===== config.mk =====
export PLATFORM = sky130hd
export DESIGN_NAME = beta_pipe_ctrl
export DESIGN_NICKNAME = d
export VERILOG_FILES = /design/src/rtl/beta_pkg.sv /design/src/rtl/beta_hazard_detect.sv /design/src/rtl/beta_pipe_ctrl.sv
export SDC_FILE = /design/constraint.sdc
export NUM_CORES = 1
export LEC_CHECK = 0
export ABC_AREA = 1
export CORE_MARGIN = 10
export CORE_UTILIZATION = 42
export CTS_CLUSTER_DIAMETER = 100
export DETAILED_ROUTE_END_ITERATION = 10
export PLACE_DENSITY = 0.85
export SKIP_LAST_GASP = 1
export SYNTH_ARGS = -nofsm -noshare
export SYNTH_HDL_FRONTEND = slang
export SYNTH_HIERARCHICAL = 1
export SYNTH_SLANG_ARGS = --single-unit
export TNS_END_PERCENT = 5

===== constraint.sdc =====
create_clock -name clk_i -period 3.5 [get_ports clk_i]
set_input_delay 0.7 -clock clk_i [delete_from_list [all_inputs] [get_ports clk_i]]
set_output_delay 0.7 -clock clk_i [all_outputs]
set_load 0.005 [all_outputs]

===== src/rtl/beta_pkg.sv =====
// Shared types and constants for the Beta core pipeline control.
//   pipe_ctrl_state_t : pipeline control FSM encoding (exported on ctrl_state_o)
//   pc_sel_t          : PC source select
//   pipe_reg_ctl_t    : stall/flush pair for one pipeline register
//   pipe_ctl_t        : full control bundle produced each cycle
package beta_pkg;

    localparam int unsigned DataWidth    = 32;
    localparam int unsigned DefPenWidth  = 2;
    localparam int unsigned RegAddrWidth = 5;

    typedef enum logic [1:0] {
        RUN     = 2'd0,
        PENALTY = 2'd1,
        DRAIN   = 2'd2,
        TRAP    = 2'd3
    } pipe_ctrl_state_t;

    typedef enum logic [1:0] {
        PC_SEQ    = 2'd0,
        PC_BRANCH = 2'd1,
        PC_TRAP   = 2'd2
    } pc_sel_t;

    typedef struct packed {
        logic stall;
        logic flush;
    } pipe_reg_ctl_t;

    typedef struct packed {
        logic          pc_stall;
        pipe_reg_ctl_t ifd;
        pipe_reg_ctl_t dex;
        pipe_reg_ctl_t exm;
        pipe_reg_ctl_t mwb;
        pc_sel_t       pc_sel;
        logic          trap_taken;
    } pipe_ctl_t;

    // Freeze PC, IF/DEC and DEC/EXE; used by every "hold the front end" case.
    function automatic pipe_ctl_t hold_front(input pipe_ctl_t ctl);
        pipe_ctl_t r;
        r           = ctl;
        r.pc_stall  = 1'b1;
        r.ifd.stall = 1'b1;
        r.dex.stall = 1'b1;
        return r;
    endfunction

endpackage


===== src/rtl/beta_hazard_detect.sv =====
// Load-use hazard comparator.
// Flags when the instruction in DEC reads a register that a load currently in
// EXE will write; x0 is never a hazard since it is hard-wired to zero.
//   dec_rs1_addr_i/dec_rs2_addr_i : source registers of the DEC instruction
//   dec_rs1_used_i/dec_rs2_used_i : which sources the DEC instruction reads
//   exe_valid_i, exe_rd_addr_i, exe_is_load_i : EXE instruction info
//   load_use_c                    : combinational hazard flag
module beta_hazard_detect
    import beta_pkg::*;
(
    input  logic [RegAddrWidth-1:0] dec_rs1_addr_i,
    input  logic [RegAddrWidth-1:0] dec_rs2_addr_i,
    input  logic                    dec_rs1_used_i,
    input  logic                    dec_rs2_used_i,
    input  logic                    exe_valid_i,
    input  logic [RegAddrWidth-1:0] exe_rd_addr_i,
    input  logic                    exe_is_load_i,
    output logic                    load_use_c
);

    logic rs1_hit_c;
    logic rs2_hit_c;
    logic load_wr_c;

    // Source/destination match, then qualify with a real load writing non-x0.
    always_comb begin
        rs1_hit_c  = dec_rs1_used_i && (dec_rs1_addr_i == exe_rd_addr_i);
        rs2_hit_c  = dec_rs2_used_i && (dec_rs2_addr_i == exe_rd_addr_i);
        load_wr_c  = exe_valid_i && exe_is_load_i && (exe_rd_addr_i != '0);
        load_use_c = load_wr_c && (rs1_hit_c || rs2_hit_c);
    end

endmodule


===== src/rtl/beta_pipe_ctrl.sv =====
// Global pipeline control for the 5-stage Beta core.
// Produces stall/flush for IF/DEC, DEC/EXE, EXE/MEM and MEM/WB plus the PC
// source select. Outputs are combinational from the FSM state, the penalty
// counter and the current inputs; only state, pen_cnt and irq_pend are flops.
// All outputs are forced low while rstn_i is asserted.
//   clk_i, rstn_i              : clock, async active-low reset
//   dec_*                      : source operand info of the DEC instruction
//   exe_valid_i/rd/is_load     : EXE instruction info for load-use detection
//   exe_busy_i, mem_busy_i     : multi-cycle EXE / outstanding MEM access
//   exe_branch_taken_i         : taken branch/jump resolved in EXE
//   exe_penality_i             : extra fetch-bubble cycles after the branch
//   exe_trap_i, irq_i          : illegal instruction in EXE, level interrupt
//   pc_stall_o, *_stall_o/_flush_o : pipeline register control
//   pc_sel_o                   : PC_SEQ / PC_BRANCH / PC_TRAP
//   trap_taken_o               : one-cycle pulse on redirect to trap vector
//   ctrl_state_o               : current FSM state
module beta_pipe_ctrl
    import beta_pkg::*;
#(
    parameter int unsigned PenWidth = DefPenWidth
) (
    input  logic                    clk_i,
    input  logic                    rstn_i,
    input  logic [RegAddrWidth-1:0] dec_rs1_addr_i,
    input  logic [RegAddrWidth-1:0] dec_rs2_addr_i,
    input  logic                    dec_rs1_used_i,
    input  logic                    dec_rs2_used_i,
    input  logic                    exe_valid_i,
    input  logic [RegAddrWidth-1:0] exe_rd_addr_i,
    input  logic                    exe_is_load_i,
    input  logic                    exe_busy_i,
    input  logic                    mem_busy_i,
    input  logic                    exe_branch_taken_i,
    input  logic [PenWidth-1:0]     exe_penality_i,
    input  logic                    exe_trap_i,
    input  logic                    irq_i,
    output logic                    pc_stall_o,
    output logic                    ifd_stall_o,
    output logic                    ifd_flush_o,
    output logic                    dex_stall_o,
    output logic                    dex_flush_o,
    output logic                    exm_stall_o,
    output logic                    exm_flush_o,
    output logic                    mwb_stall_o,
    output logic                    mwb_flush_o,
    output logic [1:0]              pc_sel_o,
    output logic                    trap_taken_o,
    output logic [1:0]              ctrl_state_o
);

    pipe_ctrl_state_t    state_q;
    pipe_ctrl_state_t    state_d;
    logic [PenWidth-1:0] pen_cnt_q;
    logic [PenWidth-1:0] pen_cnt_d;
    logic                irq_pend_q;
    logic                irq_pend_d;

    logic      load_use_c;
    logic      exe_trap_c;
    logic      irq_any_c;
    logic      irq_defer_c;
    logic      trap_run_c;
    logic      trap_pen_c;
    pipe_ctl_t ctl_c;

    beta_hazard_detect u_hazard (
        .dec_rs1_addr_i (dec_rs1_addr_i),
        .dec_rs2_addr_i (dec_rs2_addr_i),
        .dec_rs1_used_i (dec_rs1_used_i),
        .dec_rs2_used_i (dec_rs2_used_i),
        .exe_valid_i    (exe_valid_i),
        .exe_rd_addr_i  (exe_rd_addr_i),
        .exe_is_load_i  (exe_is_load_i),
        .load_use_c     (load_use_c)
    );

    // Trap sources. An interrupt coinciding with a branch that would actually
    // be served this cycle yields to the branch and is taken from irq_pend on
    // the following RUN cycle; an illegal instruction always wins.
    always_comb begin
        exe_trap_c  = exe_valid_i && exe_trap_i;
        irq_any_c   = irq_pend_q || irq_i;
        irq_defer_c = exe_branch_taken_i && !mem_busy_i && !exe_busy_i;
        trap_run_c  = exe_trap_c || (irq_any_c && !irq_defer_c);
        trap_pen_c  = exe_trap_c || irq_any_c;
    end

    // State register.
    always_ff @(posedge clk_i or negedge rstn_i) begin
        if (!rstn_i) begin
            state_q    <= RUN;
            pen_cnt_q  <= '0;
            irq_pend_q <= 1'b0;
        end else begin
            state_q    <= state_d;
            pen_cnt_q  <= pen_cnt_d;
            irq_pend_q <= irq_pend_d;
        end
    end

    // Next-state and output decode.
    always_comb begin
        state_d    = state_q;
        pen_cnt_d  = pen_cnt_q;
        irq_pend_d = irq_pend_q;
        ctl_c      = '0;

        unique case (state_q)
            RUN: begin
                irq_pend_d = irq_pend_q || irq_i;
                if (trap_run_c) begin
                    // Trapping instruction must not reach MEM; older MEM op may still drain.
                    ctl_c           = hold_front(ctl_c);
                    ctl_c.exm.flush = 1'b1;
                    state_d         = mem_busy_i ? DRAIN : TRAP;
                end else if (mem_busy_i) begin
                    ctl_c           = hold_front(ctl_c);
                    ctl_c.exm.stall = 1'b1;
                    ctl_c.mwb.flush = 1'b1;
                end else if (exe_busy_i) begin
                    ctl_c           = hold_front(ctl_c);
                    ctl_c.exm.flush = 1'b1;
                end else if (exe_branch_taken_i) begin
                    ctl_c.pc_sel    = PC_BRANCH;
                    ctl_c.ifd.flush = 1'b1;
                    ctl_c.dex.flush = 1'b1;
                    if (exe_penality_i != '0) begin
                        pen_cnt_d = exe_penality_i;
                        state_d   = PENALTY;
                    end
                end else if (load_use_c) begin
                    ctl_c.pc_stall  = 1'b1;
                    ctl_c.ifd.stall = 1'b1;
                    ctl_c.dex.flush = 1'b1;
                end
            end

            PENALTY: begin
                irq_pend_d = irq_pend_q || irq_i;
                if (trap_pen_c) begin
                    // Remaining branch bubbles are abandoned in favour of the trap.
                    ctl_c           = hold_front(ctl_c);
                    ctl_c.exm.flush = 1'b1;
                    pen_cnt_d       = '0;
                    state_d         = mem_busy_i ? DRAIN : TRAP;
                end else begin
                    ctl_c.ifd.flush = 1'b1;
                    pen_cnt_d       = pen_cnt_q - PenWidth'(1);
                    if (pen_cnt_q == PenWidth'(1)) begin
                        state_d = RUN;
                    end
                end
            end

            DRAIN: begin
                // Front end frozen until the outstanding memory access retires.
                ctl_c           = hold_front(ctl_c);
                ctl_c.exm.stall = 1'b1;
                if (mem_busy_i) begin
                    ctl_c.mwb.flush = 1'b1;
                end else begin
                    state_d = TRAP;
                end
            end

            TRAP: begin
                ctl_c.pc_sel     = PC_TRAP;
                ctl_c.trap_taken = 1'b1;
                ctl_c.ifd.flush  = 1'b1;
                ctl_c.dex.flush  = 1'b1;
                ctl_c.exm.flush  = 1'b1;
                irq_pend_d       = 1'b0;
                state_d          = RUN;
            end

            default: begin
                state_d = RUN;
            end
        endcase

        if (!rstn_i) begin
            ctl_c = '0;
        end
    end

    assign pc_stall_o   = ctl_c.pc_stall;
    assign ifd_stall_o  = ctl_c.ifd.stall;
    assign ifd_flush_o  = ctl_c.ifd.flush;
    assign dex_stall_o  = ctl_c.dex.stall;
    assign dex_flush_o  = ctl_c.dex.flush;
    assign exm_stall_o  = ctl_c.exm.stall;
    assign exm_flush_o  = ctl_c.exm.flush;
    assign mwb_stall_o  = ctl_c.mwb.stall;
    assign mwb_flush_o  = ctl_c.mwb.flush;
    assign pc_sel_o     = ctl_c.pc_sel;
    assign trap_taken_o = ctl_c.trap_taken;
    assign ctrl_state_o = state_q;

endmodule


After elaboration in Yosys (flattened, before gate mapping)
Cells that the tools add are included.
{ "classes": {"eq_ne": 17, "muxes": 44, "n_reduce_logical": 24, "n_addsub": 1} }
{ "op_table": {"columns": ["op", "n"], "rows": [
  ["12-bit 2-to-1 mux", 3],
  ["2-bit 2-to-1 mux", 17],
  ["3-bit inequality test, second input constant", 5],
  ["2-bit inequality test, second input constant", 6],
  ["1-bit case mux with 4 select lines", 3],
  ["2-bit case mux with 3 select lines", 2],
  ["3-bit case mux with 4 select lines", 1],
  ["6-bit AND reduction", 2],
  ["5-bit == test", 2],
  ["1-bit 2-to-1 mux", 10],
  ["1-bit logical AND", 9],
  ["9-bit 2-to-1 mux", 1],
  ["2-bit case mux with 4 select lines", 1],
  ["3-bit 2-to-1 mux", 2],
  ["1-bit case mux with 3 select lines", 2],
  ["2-bit nonzero test", 3],
  ["5-bit nonzero test", 1],
  ["2-bit by 1-bit == test with 1-bit output, second input constant", 2],
  ["2-bit == test, second input constant", 2],
  ["1-bit logical OR", 4],
  ["2-bit case mux with 2 select lines", 1],
  ["1-bit zero test", 3],
  ["2-bit zero test", 1],
  ["1-bit case mux with 2 select lines", 1],
  ["other kinds (2)", 2]
]} }
{ "totals": {"ff_bits": 5, "out_inout_bits": 14} }

Longest topological paths before layout
{ "logic_depth": {"depth_word": 11, "mapped_depth": 9, "ltp_nobuf": 8} }

By module
Netlist, hierarchy kept.
{ "modules_own_cells": {"columns": ["mod", "area_each_um2", "instances", "cells_per_inst"], "rows": [
  ["beta_pipe_ctrl", 560.5, 1, 94],
  ["beta_hazard_detect", 220.2, 1, 56]
]} }

Worst setup path after synthesis
OpenSTA, ideal clock, no wires.
{ "synth_path": {"path_kind": "input-to-output", "startpoint": "input irq_i", "endpoint": "output pc_stall_o", "required_ns": 2.800, "path_stages": 7, "arrival_time_ns": 1.610, "slack_ns": 1.190, "path_buffers": 1, "cell_sequence": "nor2_1 nand2_1 a21oi_1 nand3_1 nand2_1 nand2_1 buf_4"} }
{ "synth_between": {"elab_chain_cells": 6, "elab_cells_between_ends": 8} }
{ "synth_rtl": {"columns": ["element", "line_no", "source"], "rows": [
  ["start, declared", "beta_pipe_ctrl.sv:36", "input logic irq_i,"],
  ["1-bit logical OR *", "beta_pipe_ctrl.sv:82", "irq_any_c = irq_pend_q || irq_i;"],
  ["1-bit logical AND", "beta_pipe_ctrl.sv:84", "trap_run_c = exe_trap_c || (irq_any_c && !irq_defer_c);"],
  ["1-bit logical OR", "beta_pipe_ctrl.sv:84", null],
  ["12-bit 2-to-1 mux", "beta_pipe_ctrl.sv:111", "if (trap_run_c) begin"],
  ["2-bit case mux with 3 select lines *", "beta_pipe_ctrl.sv:108", "unique case (state_q)"],
  ["12-bit 2-to-1 mux *", "beta_pipe_ctrl.sv:181", "if (!rstn_i) begin"],
  ["end, declared", "beta_pipe_ctrl.sv:37", "output logic pc_stall_o,"]
]} }
Every way passes the cells marked *; elsewhere a longest branch is shown, timed or not.

Worst setup path after layout
{ "layout_path": {"startpoint": "input exe_rd_addr_i[4]", "endpoint": "output dex_flush_o"} }
{ "layout_between": {"elab_chain_cells": 11, "elab_cells_between_ends": 15} }
{ "layout_rtl": {"columns": ["element", "line_no", "source"], "rows": [
  ["start, declared", "beta_pipe_ctrl.sv:29", "input logic [RegAddrWidth-1:0] exe_rd_addr_i,"],
  ["5-bit == test (on tied branches)", "beta_hazard_detect.sv:27, beta_hazard_detect.sv:28", null],
  ["1-bit logical AND (on tied branches)", "beta_hazard_detect.sv:27, beta_hazard_detect.sv:28", null],
  ["1-bit logical OR", "beta_hazard_detect.sv:30", "load_use_c = load_wr_c && (rs1_hit_c || rs2_hit_c);"],
  ["1-bit logical AND *", "beta_hazard_detect.sv:30", null],
  ["named net load_use_c", "beta_pipe_ctrl.sv:58", "logic load_use_c;"],
  ["1-bit 2-to-1 mux *", "beta_pipe_ctrl.sv:131", "end else if (load_use_c) begin"],
  ["1-bit 2-to-1 mux *", "beta_pipe_ctrl.sv:123", "end else if (exe_branch_taken_i) begin"],
  ["1-bit 2-to-1 mux *", "beta_pipe_ctrl.sv:120", "end else if (exe_busy_i) begin"],
  ["12-bit 2-to-1 mux *", "beta_pipe_ctrl.sv:116", "end else if (mem_busy_i) begin"],
  ["12-bit 2-to-1 mux *", "beta_pipe_ctrl.sv:111", null],
  ["1-bit case mux with 4 select lines *", "beta_pipe_ctrl.sv:108", null],
  ["12-bit 2-to-1 mux *", "beta_pipe_ctrl.sv:181", null],
  ["end, declared", "beta_pipe_ctrl.sv:41", "output logic dex_flush_o,"]
]} }
Mark *: on every way through the listed nets, which the timed path passes. The rest lies on a longest branch.

==> results.sh <==
export IMPL_clkLatencyLatePin_ns=0.23
export IMPL_path_max_fanout=4
export IMPL_slowest_delay_ns=0.54
export IMPL_hold_class="flop to flop"
export IMPL_drc=0
export IMPL_nFillCells=147
export IMPL_clock_sinks=5
export IMPL_grt_pass1_wl_microns=4340
export IMPL_start_kind="input port"
export IMPL_async_flop_share_pct=100
export IMPL_critPathKind="input port to primary output"
export IMPL_numCtsBuffers=3
export IMPL_synth_area_sq_um=781
export IMPL_setup_viol=0
export IMPL_viasPerCell=4.72
export IMPL_post_route_period_util_pct=93.3
export IMPL_synth_cell_types=21
export IMPL_synth_enable_flop_cells=0
export IMPL_seqCellArea_sq_um=125
export IMPL_p_leak_nw=0.665
export IMPL_drt_pre_antenna_iters=4
export IMPL_initial_core_util_pct=44.7
export IMPL_wl_per_cell_microns=11.8
export IMPL_cts_reportedPaths_clkPinSlew_ns=0.04
export IMPL_hold_slack_ns=0.482
export IMPL_ys_top_cells_by_count="nand2_1, inv_1, nor2_1"
export IMPL_grt_pass1_vias=1026
export IMPL_die_x_microns=63.1
export IMPL_cts_setup_buffers=0
export IMPL_core_sq_um=1750
export IMPL_vias=1029
export IMPL_drtAntennaViolNets=0
export IMPL_clockBufferDepth=2
export IMPL_drtIter0Drc=41
export IMPL_overflow=0
export IMPL_fin_nets=223
export IMPL_syn2layout_area_growth_pct=57.7
export IMPL_ys_warn_count=6
export IMPL_cts_htree_levels=1
export IMPL_syn_inst=150
export IMPL_ios=42
export IMPL_fp_row_count=15
export IMPL_critPathBufInv=3
export IMPL_yosys_top_cells_area="nand2_1, dfrtp_1, inv_1, nand3_1, nor2_1"
export IMPL_max_vdd_ir_drop_mv=0.517
export IMPL_maxSlewViolCount=0
export IMPL_cts_root_buf="clkbuf_4"
export IMPL_hold_viol_final=0
export IMPL_skew_ns=0.00304
export IMPL_outcome="complete, no violations"
export IMPL_ctsResizeCount=0
export IMPL_ys_flop_type="dfrtp_1"
export IMPL_rsz0062_at_grt="no"
export IMPL_syn_area_per_cell_sq_um=5.20
export IMPL_cellPowerDensity_nw_per_um2=530
export IMPL_max_freq_ghz=0.306
export IMPL_yosysSeqAreaShare_pct=16.0
export IMPL_endpoint_kind="primary output"
export IMPL_tritoncts="done"
export IMPL_slowest_stage="clkdlybuf4s50_1"
export IMPL_drive_gt1_share_pct=8.81
export IMPL_synth_net_count=179
export IMPL_ys_ff_latch=5
export IMPL_cp_arrival_ns=2.56
export IMPL_io_buffers=40
export IMPL_yosysMostFrequentCell="nand2_1"
export IMPL_drv_cap=0
export IMPL_crit_path_cell_trace="clkdlybuf4s50_1 -> inv_2 -> nand2_2 -> nand2_1 -> nor2_1 -> nand3_1 -> a21oi_1 -> o211ai_1 -> a21oi_1 -> clkdlybuf4s50_1"
export IMPL_antenna_found_initial=0
export IMPL_cts_hold_buf=0
export IMPL_track_usage_pct=12.8
export IMPL_multi_input_area_sq_um=520
export IMPL_period_needed_ns=3.26
export IMPL_yosys_area_top_type="nand2_1"
export IMPL_n_antenna_cell=0
export IMPL_place_hpwl_microns=2300
export IMPL_place_congestion=0.905
export IMPL_power_uw=653
export IMPL_dieArea_sq_um=3980
export IMPL_crit_family="buffers and inverters"
export IMPL_grt_max_degree=10
export IMPL_final_setup_tns_ns=0
export IMPL_die_h_microns=63.1
export IMPL_yosysTopAreaCellShare_pct=25.5
export IMPL_crit_required_ns=2.80
export IMPL_routed_wl_microns=2570
[worst paths after layout]
kind,startpoint,to,slack (ns),cells after the start
setup / recovery,exe_rd_addr_i[4],dex_flush_o,0.24,10
hold reg to reg,pen_cnt_q[1],pen_cnt_q[1],0.48,2
hold / removal,pen_cnt_q[1],pen_cnt_q[1],0.48,2
setup reg to reg,ctrl_state_o[1],ctrl_state_o[0],2.19,6
max in group asynchronous,rstn_i,pen_cnt_q[0],2.48,2
min in group asynchronous,rstn_i,ctrl_state_o[1],0.91,2
[layout by cell type, fill, tap and decap left out, types with 2 or more instances in the layout]
master / n
nand2_1: 53
clkdlybuf4s50_1: 40
clkbuf_4: 3
nand3_2: 2
buf_4: 2
nor2_1: 19
nor2_4: 2
nand4_1: 2
dfrtp_1: 5
nor3_1: 2
nand3_1: 15
a21oi_1: 4
o21ai_0: 4
inv_2: 4
nand2_2: 2
inv_1: 26
[kinds of logic (layout without fill, tap and decap cells)]
family          after synthesis  after routing  synth area share [%]
compound gates               11             11                  8.17
fa+ha+maj                     1              1                  1.60
buf+inv                      33             76                  17.3
flops                         5              5                  16.0
other cells                   1              1                 0.480
simple gates                 99             99                  56.4
[flip-flops by register name (all words and copies together), names as in the netlist]
register / count
pen_cnt_q: 2
irq_pend_q: 1
ctrl_state_o: 2
[layout make-up]
cell class / instances / share of cell area [%]
multi-input cells: 112 / 42.3
repair buffers: 42 / 33.7
flip-flops and latches: 5 / 10.2
inverters: 30 / 9.15
well taps: 25 / 2.54
clock buffers: 4 / 2.13
[report_power, final]
part / total [mW] / internal [mW] / leakage, nW / switching (mW)
Sequential: 0.130 / 0.0881 / 0.0597 / 0.0421
Combinational: 0.460 / 0.223 / 0.591 / 0.237
Clock: 0.0630 / 0.0429 / 0.0150 / 0.0202
Total: 0.653 / 0.354 / 0.665 / 0.299
[per-stage QoR]
step	util, %	setup WS (ns)	std cells	instance area [sq um]
2_1_floorplan	-	1.19	150	781
3_3_place_gp	69.0	0.291	214	1200
3_5_place_dp	69.0	0.242	214	1200
4_1_cts	70.5	0.241	218	1230
5_1_grt	70.5	0.114	218	1230
6_report	70.5	0.236	218	1230
[worst reg2reg max path, delay by kind of cell, from the launching register on]
family | cells | cell delay [ns]
AND/OR/NAND/NOR | 5 | 0.56
AO/OA/AOI/OAI | 1 | 0.13
flip-flops | 1 | 0.50
[per-layer routing]
layer / up-vias / GRT usage [%] / part of all wire, %
met3: 2 / 1.59 / 4.1
met5: - / 0 / 0
met2: 31 / 24.1 / 54
li1: 543 / - / -
met1: 453 / 13.7 / 41
met4: 0 / 5.59 / 0.82
No activity file was read; power rests on OpenSTA's default activity.
